### config.mk
export PLATFORM = sky130hd
export DESIGN_NAME = alu_sequencer
export DESIGN_NICKNAME = d
export VERILOG_FILES = /design/src/rtl/alu_sequencer.sv
export SDC_FILE = /design/constraint.sdc
export NUM_CORES = 1
export LEC_CHECK = 0
export ABC_AREA = 0
export ABC_CLOCK_PERIOD_IN_PS = 5950
export CORE_MARGIN = 8
export CORE_UTILIZATION = 47
export DETAILED_ROUTE_END_ITERATION = 12
export PLACE_DENSITY_LB_ADDON = 0.05
export RECOVER_POWER = 25
export SKIP_CTS_REPAIR_TIMING = 1
export SYNTH_ARGS = -nofsm -noshare
export SYNTH_HDL_FRONTEND = slang
export SYNTH_SLANG_ARGS = --single-unit
### constraint.sdc
create_clock -name clk -period 5.95 [get_ports clk]
set_clock_uncertainty 0.2 [all_clocks]
set_input_delay 1.19 -clock clk [delete_from_list [all_inputs] [get_ports clk]]
set_output_delay 1.19 -clock clk [all_outputs]
set_load 0.02 [all_outputs]
### src/rtl/alu_sequencer.sv
// Sequential initiator for the combinational ALU: registered operand drive, programmable settle, captured response.
// Optional sticky-flag accumulator enabled by defining ALU_SEQ_STICKY_FLAGS_EN.
//
// state  | meaning
// S_IDLE | ready for a request; ALU operands hold their last values
// S_WAIT | ALU driven, counting down the settle time before capture
// S_RESP | captured result presented, waiting for the consumer
module alu_sequencer #(
    parameter int WIDTH  = 8,
    parameter int SETTLE = 1
) (
    input  logic             clk,
    input  logic             rst_n,
    input  logic             req_valid,
    output logic             req_ready,
    input  logic [WIDTH-1:0] req_a,
    input  logic [WIDTH-1:0] req_b,
    input  logic [3:0]       req_sel,
    input  logic             req_chain,
    output logic [WIDTH-1:0] A,
    output logic [WIDTH-1:0] B,
    output logic [3:0]       ALU_Sel,
    input  logic [WIDTH-1:0] ALU_Out,
    input  logic             CARRY,
    input  logic             BORROW,
    input  logic             OVERFLOW,
    input  logic             ZERO,
    input  logic             NEGATIVE,
    output logic             rsp_valid,
    input  logic             rsp_ready,
    output logic [WIDTH-1:0] rsp_data,
    output logic [4:0]       rsp_flags,
    output logic             busy,
    output logic [15:0]      op_count
`ifdef ALU_SEQ_STICKY_FLAGS_EN
    ,
    input  logic             clr_sticky,
    output logic [4:0]       sticky_flags
`endif
);

    typedef enum logic [1:0] {
        S_IDLE,
        S_WAIT,
        S_RESP
    } state_t;

    localparam logic [3:0] CNT_LOAD = 4'(SETTLE - 1);

    state_t           state;
    state_t           state_nxt;
    logic [3:0]       cnt;
    logic [WIDTH-1:0] last_result;
    logic             accept;
    logic             capture;
    logic             handshake;
    logic [4:0]       flags_in;

    assign flags_in = {CARRY, BORROW, OVERFLOW, ZERO, NEGATIVE};

    always_ff @(posedge clk or negedge rst_n) begin
        if (!rst_n) begin
            state <= S_IDLE;
        end else begin
            state <= state_nxt;
        end
    end

    always_comb begin
        state_nxt = state;
        accept    = 1'b0;
        capture   = 1'b0;
        handshake = 1'b0;
        case (state)
            S_IDLE: begin
                if (req_valid) begin
                    accept    = 1'b1;
                    state_nxt = S_WAIT;
                end
            end
            S_WAIT: begin
                if (cnt == 4'd0) begin
                    capture   = 1'b1;
                    state_nxt = S_RESP;
                end
            end
            S_RESP: begin
                if (rsp_ready) begin
                    handshake = 1'b1;
                    state_nxt = S_IDLE;
                end
            end
            default: state_nxt = S_IDLE;
        endcase
    end

    // Handshake outputs are pure state decodes, so nothing from the ALU reaches them combinationally.
    assign req_ready = (state == S_IDLE);
    assign busy      = (state != S_IDLE);
    assign rsp_valid = (state == S_RESP);

    always_ff @(posedge clk or negedge rst_n) begin
        if (!rst_n) begin
            A           <= '0;
            B           <= '0;
            ALU_Sel     <= '0;
            cnt         <= '0;
            rsp_data    <= '0;
            rsp_flags   <= '0;
            last_result <= '0;
            op_count    <= '0;
        end else begin
            if (accept) begin
                A       <= req_chain ? last_result : req_a;
                B       <= req_b;
                ALU_Sel <= req_sel;
                cnt     <= CNT_LOAD;
            end else if ((state == S_WAIT) && (cnt != 4'd0)) begin
                cnt <= cnt - 4'd1;
            end
            if (capture) begin
                rsp_data    <= ALU_Out;
                rsp_flags   <= flags_in;
                last_result <= ALU_Out;
            end
            if (handshake) begin
                op_count <= op_count + 16'd1;
            end
        end
    end

`ifdef ALU_SEQ_STICKY_FLAGS_EN
    // A clear coinciding with a capture keeps only the freshly captured flags.
    always_ff @(posedge clk or negedge rst_n) begin
        if (!rst_n) begin
            sticky_flags <= '0;
        end else if (clr_sticky) begin
            sticky_flags <= capture ? flags_in : 5'd0;
        end else if (capture) begin
            sticky_flags <= sticky_flags | flags_in;
        end
    end
`endif

endmodule

==> results.sh, run 1 <==
export IMPL_outcome="finished with violations"
export IMPL_violated_checks="capacitance limit, slew limit"
export IMPL_maximum_number_of_pins_on_one_net_before_global_route_repair=56
export IMPL_fmax_mhz=269
export IMPL_asyncSetResetFlopFracSynth_pct=100
export IMPL_crit_buf_inv=2
export IMPL_timing_critical_path_slowest_cell_delay_ns=2.02
export IMPL_setup_ws_ns=2.23
export IMPL_dp_hpwl_um=4060
export IMPL_final_period_utilization_pct=62.5
export IMPL_min_period_ns=3.72
export IMPL_cts_tree="built"
export IMPL_yosysTopAreaCellShare_pct=58.9
export IMPL_total_power_mw=1.65
export IMPL_total_clock_buffers_created_by_cts=5
export IMPL_finalSetupViolations=0
export IMPL_post_layout_nonfiller_instances=364
export IMPL_synth_enable_flop_cells=0
export IMPL_avgSynthCellArea_um2=11.3
export IMPL_fraction_of_final_layout_cells_with_drive_strength_greater_than_1_pct=8.42
export IMPL_postRouteAntennaNets=0
export IMPL_antenna_violations_before_repair=0
export IMPL_placeableCoreArea_mm2=0.00475
export IMPL_cts_num_sinks=55
export IMPL_cp_top_family="buffers and inverters"
export IMPL_first_pass_iters=4
export IMPL_postRouteWirelength_um=5420
export IMPL_clock_edge_transition_at_the_registers_on_the_reported_setup_and_hold_paths_ns=0.10
export IMPL_tightestPinTransition_ns=2.87
export IMPL_hold_viol_final=0
export IMPL_synthToLayoutAreaGrowth_pct=45.2
export IMPL_finish_instance_area_mm2=0.00339
export IMPL_antennaDiodeCount=0
export IMPL_timing_max_cap_violations=1
export IMPL_max_slew_margin_pct=-91.2
export IMPL_final_weighted_congestion_in_routability_driven_placement=0.705
export IMPL_post_place_cells=356
export IMPL_power_leakage_nw=1.57
export IMPL_synth_area_top_cells="sky130_fd_sc_hd__dfrtp_1 (59%), sky130_fd_sc_hd__nand2_1 (9.0%), sky130_fd_sc_hd__mux2_4 (5.8%)"
export IMPL_clk_latency_ns=0.31
export IMPL_dieArea_mm2=0.00748
export IMPL_vias=1735
export IMPL_timing_critical_path_fanout_max=55
export IMPL_clkPwrFrac_pct=15.3
export IMPL_cp_data_arrival_time_ns=3.31
export IMPL_area_fraction_in_compound_gates_after_synthesis_pct=2.36
export IMPL_crit_path_end_kind="async pin"
export IMPL_ir_worst_vdd_v=0.000397
export IMPL_synthMuxAreaShare_pct=11.1
export IMPL_synth_commonest_cells="sky130_fd_sc_hd__nand2_1 (56), sky130_fd_sc_hd__dfrtp_1 (55), sky130_fd_sc_hd__xnor2_1 (13), sky130_fd_sc_hd__o21ai_0 (11), sky130_fd_sc_hd__mux2_4 (9)"
export IMPL_detailedRoute_firstIterationViolations=54
export IMPL_final_max_slew_violation_count=56
export IMPL_grt_first_pass_wirelength_um=9000
export IMPL_wl_per_cell_um=14.9
export IMPL_die_w_um=86.5
export IMPL_synth_most_common_cell="sky130_fd_sc_hd__nand2_1"
export IMPL_ios=90
export IMPL_power_frac_comb_pct=47.9
export IMPL_critical_path_cell_chain="buf_2 -> clkbuf_1"
export IMPL_worstSetupStartpointType="primary input"
export IMPL_nets=337
export IMPL_pwr_density_mw_per_mm2=488
export IMPL_swShare_pct=36.5
export IMPL_start_util_pct=49.1
export IMPL_cell_accounting_for_the_most_synthesized_area="sky130_fd_sc_hd__dfrtp_1"
export IMPL_yosys_area_share_xor_xnor_pct=6.38
export IMPL_hp_class="reg -> reg"
export IMPL_yosysSeqAreaShare_pct=58.9
export IMPL_netlist_area_mm2=0.00233
export IMPL_max_clock_path_buffers=2
export IMPL_synth_fa_ha_area_share_pct=1.61
export IMPL_syn_inst=206
export IMPL_synth_warning_count=0
export IMPL_vias_in_the_first_global_route=1846
export IMPL_timing_worst_setup_path_type="in -> async"
export IMPL_grt_setup_unrepaired="false"
export IMPL_final_routed_drc_violation_total=0
export IMPL_routed_via_density=4.77
export IMPL_cts_max_level=2
export IMPL_clock_root_buffer="sky130_fd_sc_hd__clkbuf_8"
export IMPL_post_synthesis_register_bit_count=55
export IMPL_power_frac_seq_pct=36.7
export IMPL_cp_data_required_time_ns=5.55
export IMPL_switching_power_mw=0.604
export IMPL_setup_tns_ns=0
export IMPL_crit_path_top_delay_cell="sky130_fd_sc_hd__clkbuf_1"
export IMPL_ys_dominant_reg_cell="sky130_fd_sc_hd__dfrtp_1"
export IMPL_fp_dieH_um=86.5
export IMPL_post_place_ws_ns=3.05
export IMPL_postPlaceCellArea_mm2=0.00328
export IMPL_cell_internal_pwr_mw=1.05
export IMPL_grt_overflow=0
export IMPL_grt_usage_pct=15.1
export IMPL_main_combinational_cell_family_by_area_after_synthesis="simple AND/OR/NAND/NOR gates"
export IMPL_buffers_added_on_ports=89
export IMPL_yosys_cell_types_count=28
export IMPL_yosys_area_share_simple_pct=17.4
export IMPL_std_cell_rows=25
export IMPL_mappedNetlistNets=247
==> flip-flops by register name, summed over array words and instances, names as in the netlist <==
signal and flops:
op_count 16, A 8, B 8, rsp_data 8, rsp_flags 5, ALU_Sel 4
cnt 4, state 2
==> cell families (layout without fill, tap and decap cells) <==
group / Yosys count / count (layout)
simple gates: 88 / 88
flops: 55 / 55
xor+xnor: 17 / 17
buf+inv: 11 / 102
fa+ha+maj: 3 / 3
compound gates: 11 / 11
mux: 21 / 21
==> cell usage in the layout, fill, tap and decap left out, types with 3 or more instances in the layout <==
master and count:
sky130_fd_sc_hd__dfrtp_1 55, sky130_fd_sc_hd__ha_1 3, sky130_fd_sc_hd__nand2_1 56, sky130_fd_sc_hd__inv_1 4, sky130_fd_sc_hd__xnor2_1 13, sky130_fd_sc_hd__nand4_1 6
sky130_fd_sc_hd__nor2_1 6, sky130_fd_sc_hd__nand3_1 8, sky130_fd_sc_hd__o21ai_0 11, sky130_fd_sc_hd__clkdlybuf4s50_1 88, sky130_fd_sc_hd__mux2_2 4, sky130_fd_sc_hd__mux2i_1 8
sky130_fd_sc_hd__clkbuf_8 6, sky130_fd_sc_hd__mux2_4 9, sky130_fd_sc_hd__xor2_1 4
==> cell type report <==
class                   count  area (um^2)
multi-input cells         140          908
well taps                  67         83.8
flip-flops and latches     55         1380
fillers                   377         1360
clock inverters             2         35.0
clock buffers               6         82.6
repair buffers             90          890
inverters                   4         15.0
==> path summary, 6_finish.rpt <==
check | startpoint | to | slack, ns | depth (start not counted)
max | rst_n | rsp_flags[4] | 2.23 | 2
min | op_count[15] | op_count[15] | 0.27 | 1
max reg2reg | cnt[0] | rsp_data[4] | 3.97 | 5
min reg2reg | op_count[15] | op_count[15] | 0.27 | 1
max in group clk | state[1] | req_ready | 2.95 | 2
min in group asynchronous | rst_n | op_count[10] | 1.69 | 2
==> power groups by stage <==
stage          Clock [mW]  Combinational [mW]  Sequential (mW)
3_3_place_gp            0               0.790            0.612
6_report            0.253               0.792            0.607
5_1_grt             0.274               0.867            0.627
3_5_place_dp            0               0.804            0.615
2_1_floorplan           0               0.307            0.750
4_1_cts             0.260               0.807            0.608
==> metrics by stage <==
| stage | hold slack, ns | utilization, % |
|---|---|---|
| 5_1_grt | 0.308 | 71.3 |
| 4_1_cts | 0.280 | 71.4 |
| 6_report | 0.272 | 71.3 |
| 3_5_place_dp | 0.262 | 68.9 |
| 3_3_place_gp | 0.256 | 68.9 |
| 2_1_floorplan | 0.282 | - |
==> layer usage <==
layer	vias to the layer above	wire length, um	GRT usage, %
met2	50	2560	23.3
met3	9	359	5.67
met4	0	69	4.38
li1	856	-	-
met1	820	2430	19.2
met5	-	0	0
Power figures use the tool's default switching activity.
==> run 2: changes to the inputs <==
Settings changed: ABC_CLOCK_PERIOD_IN_PS 5950 to 3700, CORE_UTILIZATION 47 to 43.
Clock period 5.95 ns to 3.7 ns, I/O delays scaled along.
==> run 2 against run 1 <==
Effect of this change:
- the flow still finishes with violations (capacitance limit, slew limit)
- cell area fell by 0.33%
- critical path type is now reg -> out
- count of clock-buffer cells in the layout decreased by 1
- global-route usage down 1.2 points
- critical path depth unchanged
==> results.sh, run 2 (same netlist as run 1, synthesis figures left out) <==
export IMPL_max_slew_margin_pct=-16.0
export IMPL_grt_first_pass_wirelength_um=8610
export IMPL_clock_edge_transition_at_the_registers_on_the_reported_setup_and_hold_paths_ns=0.10
export IMPL_final_max_slew_violation_count=34
export IMPL_outcome="finished with violations"
export IMPL_timing_worst_setup_path_type="reg -> out"
export IMPL_multi_input_comb_area_um2=908
export IMPL_cp_data_required_time_ns=2.76
export IMPL_final_cell_mix="sky130_fd_sc_hd__clkdlybuf4s50_1 (88), sky130_fd_sc_hd__nand2_1 (56), sky130_fd_sc_hd__dfrtp_1 (55)"
export IMPL_seq_area_mm2=0.00138
export IMPL_postPlaceCellArea_mm2=0.00329
export IMPL_power_leakage_nw=1.55
export IMPL_cts_max_level=2
export IMPL_cts_num_sinks=55
export IMPL_grt_setup_unrepaired="false"
export IMPL_dp_hpwl_um=4090
export IMPL_postRouteAntennaNets=0
export IMPL_power_frac_comb_pct=49.5
export IMPL_hold_path_endpoint="B[0]"
export IMPL_reg2reg_depth=4
export IMPL_postRouteWirelength_um=5370
export IMPL_std_cell_rows=27
export IMPL_total_power_mw=2.58
export IMPL_vias_in_the_first_global_route=1808
export IMPL_hold_depth=2
export IMPL_power_frac_seq_pct=37.8
export IMPL_setup_ws_ns=1.11
export IMPL_layout_commonest_cell="sky130_fd_sc_hd__clkdlybuf4s50_1"
export IMPL_setup_tns_ns=0
export IMPL_maximum_number_of_pins_on_one_net_before_global_route_repair=34
export IMPL_crit_path_end_kind="primary output"
export IMPL_detailedRoute_firstIterationViolations=62
export IMPL_swShare_pct=37.9
export IMPL_clkPwrFrac_pct=12.8
export IMPL_finalSetupViolations=0
export IMPL_final_weighted_congestion_in_routability_driven_placement=0.767
export IMPL_worstHoldStart="B[0]"
export IMPL_routed_via_density=4.68
export IMPL_clk_latency_ns=0.30
export IMPL_fraction_of_final_layout_cells_with_drive_strength_greater_than_1_pct=8.39
export IMPL_tightestPinTransition_ns=1.74
export IMPL_violated_checks="capacitance limit, slew limit"
export IMPL_final_routed_drc_violation_total=0
export IMPL_min_period_ns=2.59
export IMPL_ios=90
export IMPL_max_clock_path_buffers=2
export IMPL_critical_path_reg2reg_endpoint="cnt[1]"
export IMPL_timing_max_cap_violations=1
export IMPL_die_w_um=89.7
export IMPL_cts_tree="built"
export IMPL_grt_usage_pct=13.9
export IMPL_hp_class="reg -> reg"
export IMPL_ir_worst_vdd_v=0.000565
export IMPL_dieArea_mm2=0.00804
export IMPL_fp_dieH_um=89.7
export IMPL_antenna_violations_before_repair=0
export IMPL_cell_internal_pwr_mw=1.61
export IMPL_setup_slack_on_the_worst_flop_to_flop_path_ns=1.67
export IMPL_total_clock_buffers_created_by_cts=5
export IMPL_fmax_mhz=387
export IMPL_nets=338
export IMPL_worstSetupStartpointType="flop"
export IMPL_timing_critical_path_fanout_max=5
export IMPL_first_pass_iters=4
export IMPL_hold_viol_final=0
export IMPL_synthToLayoutAreaGrowth_pct=44.7
export IMPL_pwr_density_mw_per_mm2=765
export IMPL_post_place_ws_ns=1.18
export IMPL_finish_instance_area_mm2=0.00338
export IMPL_wl_per_cell_um=14.5
export IMPL_largest_reg_flops=16
export IMPL_final_period_utilization_pct=69.9
export IMPL_fillers=443
export IMPL_placeableCoreArea_mm2=0.00537
export IMPL_reg2reg_launch_point="state[1]"
export IMPL_switching_power_mw=0.979
export IMPL_start_util_pct=43.5
export IMPL_buffers_added_on_ports=89
export IMPL_max_flop_register="op_count"
export IMPL_vias=1730
export IMPL_clock_root_buffer="sky130_fd_sc_hd__clkbuf_8"
export IMPL_antennaDiodeCount=0
export IMPL_grt_overflow=0
export IMPL_cp_data_arrival_time_ns=1.65
==> run 2: cell count changes in the layout (fill, tap and decap cells not counted), sizes merged <==
cell      before  now
bufinv         1    0
clkinv         1    2
clkinvlp       0    1
==> run 2: cell type report <==
cell class / count / area share, %
multi-input combinational: 140 / 26.9
clock buffer: 5 / 2.04
tap: 72 / 2.67
timing repair buffer: 91 / 26.5
sequential: 55 / 40.7
inverter: 4 / 0.444
clock inverter: 3 / 0.740
==> run 2: worst max-delay path: stages (launching register included) <==
cell and delay, ns:
sky130_fd_sc_hd__dfrtp_1 0.42, sky130_fd_sc_hd__nor2_1 0.25, sky130_fd_sc_hd__clkdlybuf4s50_1 0.67
==> run 2: per-stage QoR <==
| step | hold WS (ns) | std cells | util (%) |
|---|---|---|---|
| 3_5_place_dp | 0.262 | 362 | 61.3 |
| 5_1_grt | 0.319 | 370 | 62.9 |
| 3_3_place_gp | 0.258 | 362 | 61.3 |
| 6_report | 0.282 | 370 | 62.9 |
| 2_1_floorplan | 0.244 | 206 | - |
| 4_1_cts | 0.287 | 370 | 63.0 |
==> run 2: power by group through the flow <==
stage	clock network, mW	logic (mW)	registers (mW)
after floorplan	0	0.494	1.21
after global placement	0	1.29	0.978
after detailed placement	0	1.30	0.988
after CTS	0.348	1.30	0.977
after global routing	0.369	1.40	1.01
final	0.329	1.28	0.976
==> run 2: routing by layer <==
layer  GRT usage [%]  vias up  routed length (um)
met3            4.37        6                 467
met4            4.08        0                  53
met1            17.0      820                2280
li1                -      855                   -
met2            22.9       49                2560
met5               0        -                   0
==> run 2: worst max path at each step <==
stage	end	cells past startpoint	slack, ns	from
finish	req_ready	2	1.11	state[1]
global route	op_count[12]	2	0.93	rst_n
CTS	req_ready	2	1.09	state[1]
detailed placement	cnt[1]	4	1.18	req_valid
global placement	cnt[1]	4	1.26	req_valid
floorplan	busy	2	1.77	state[1]
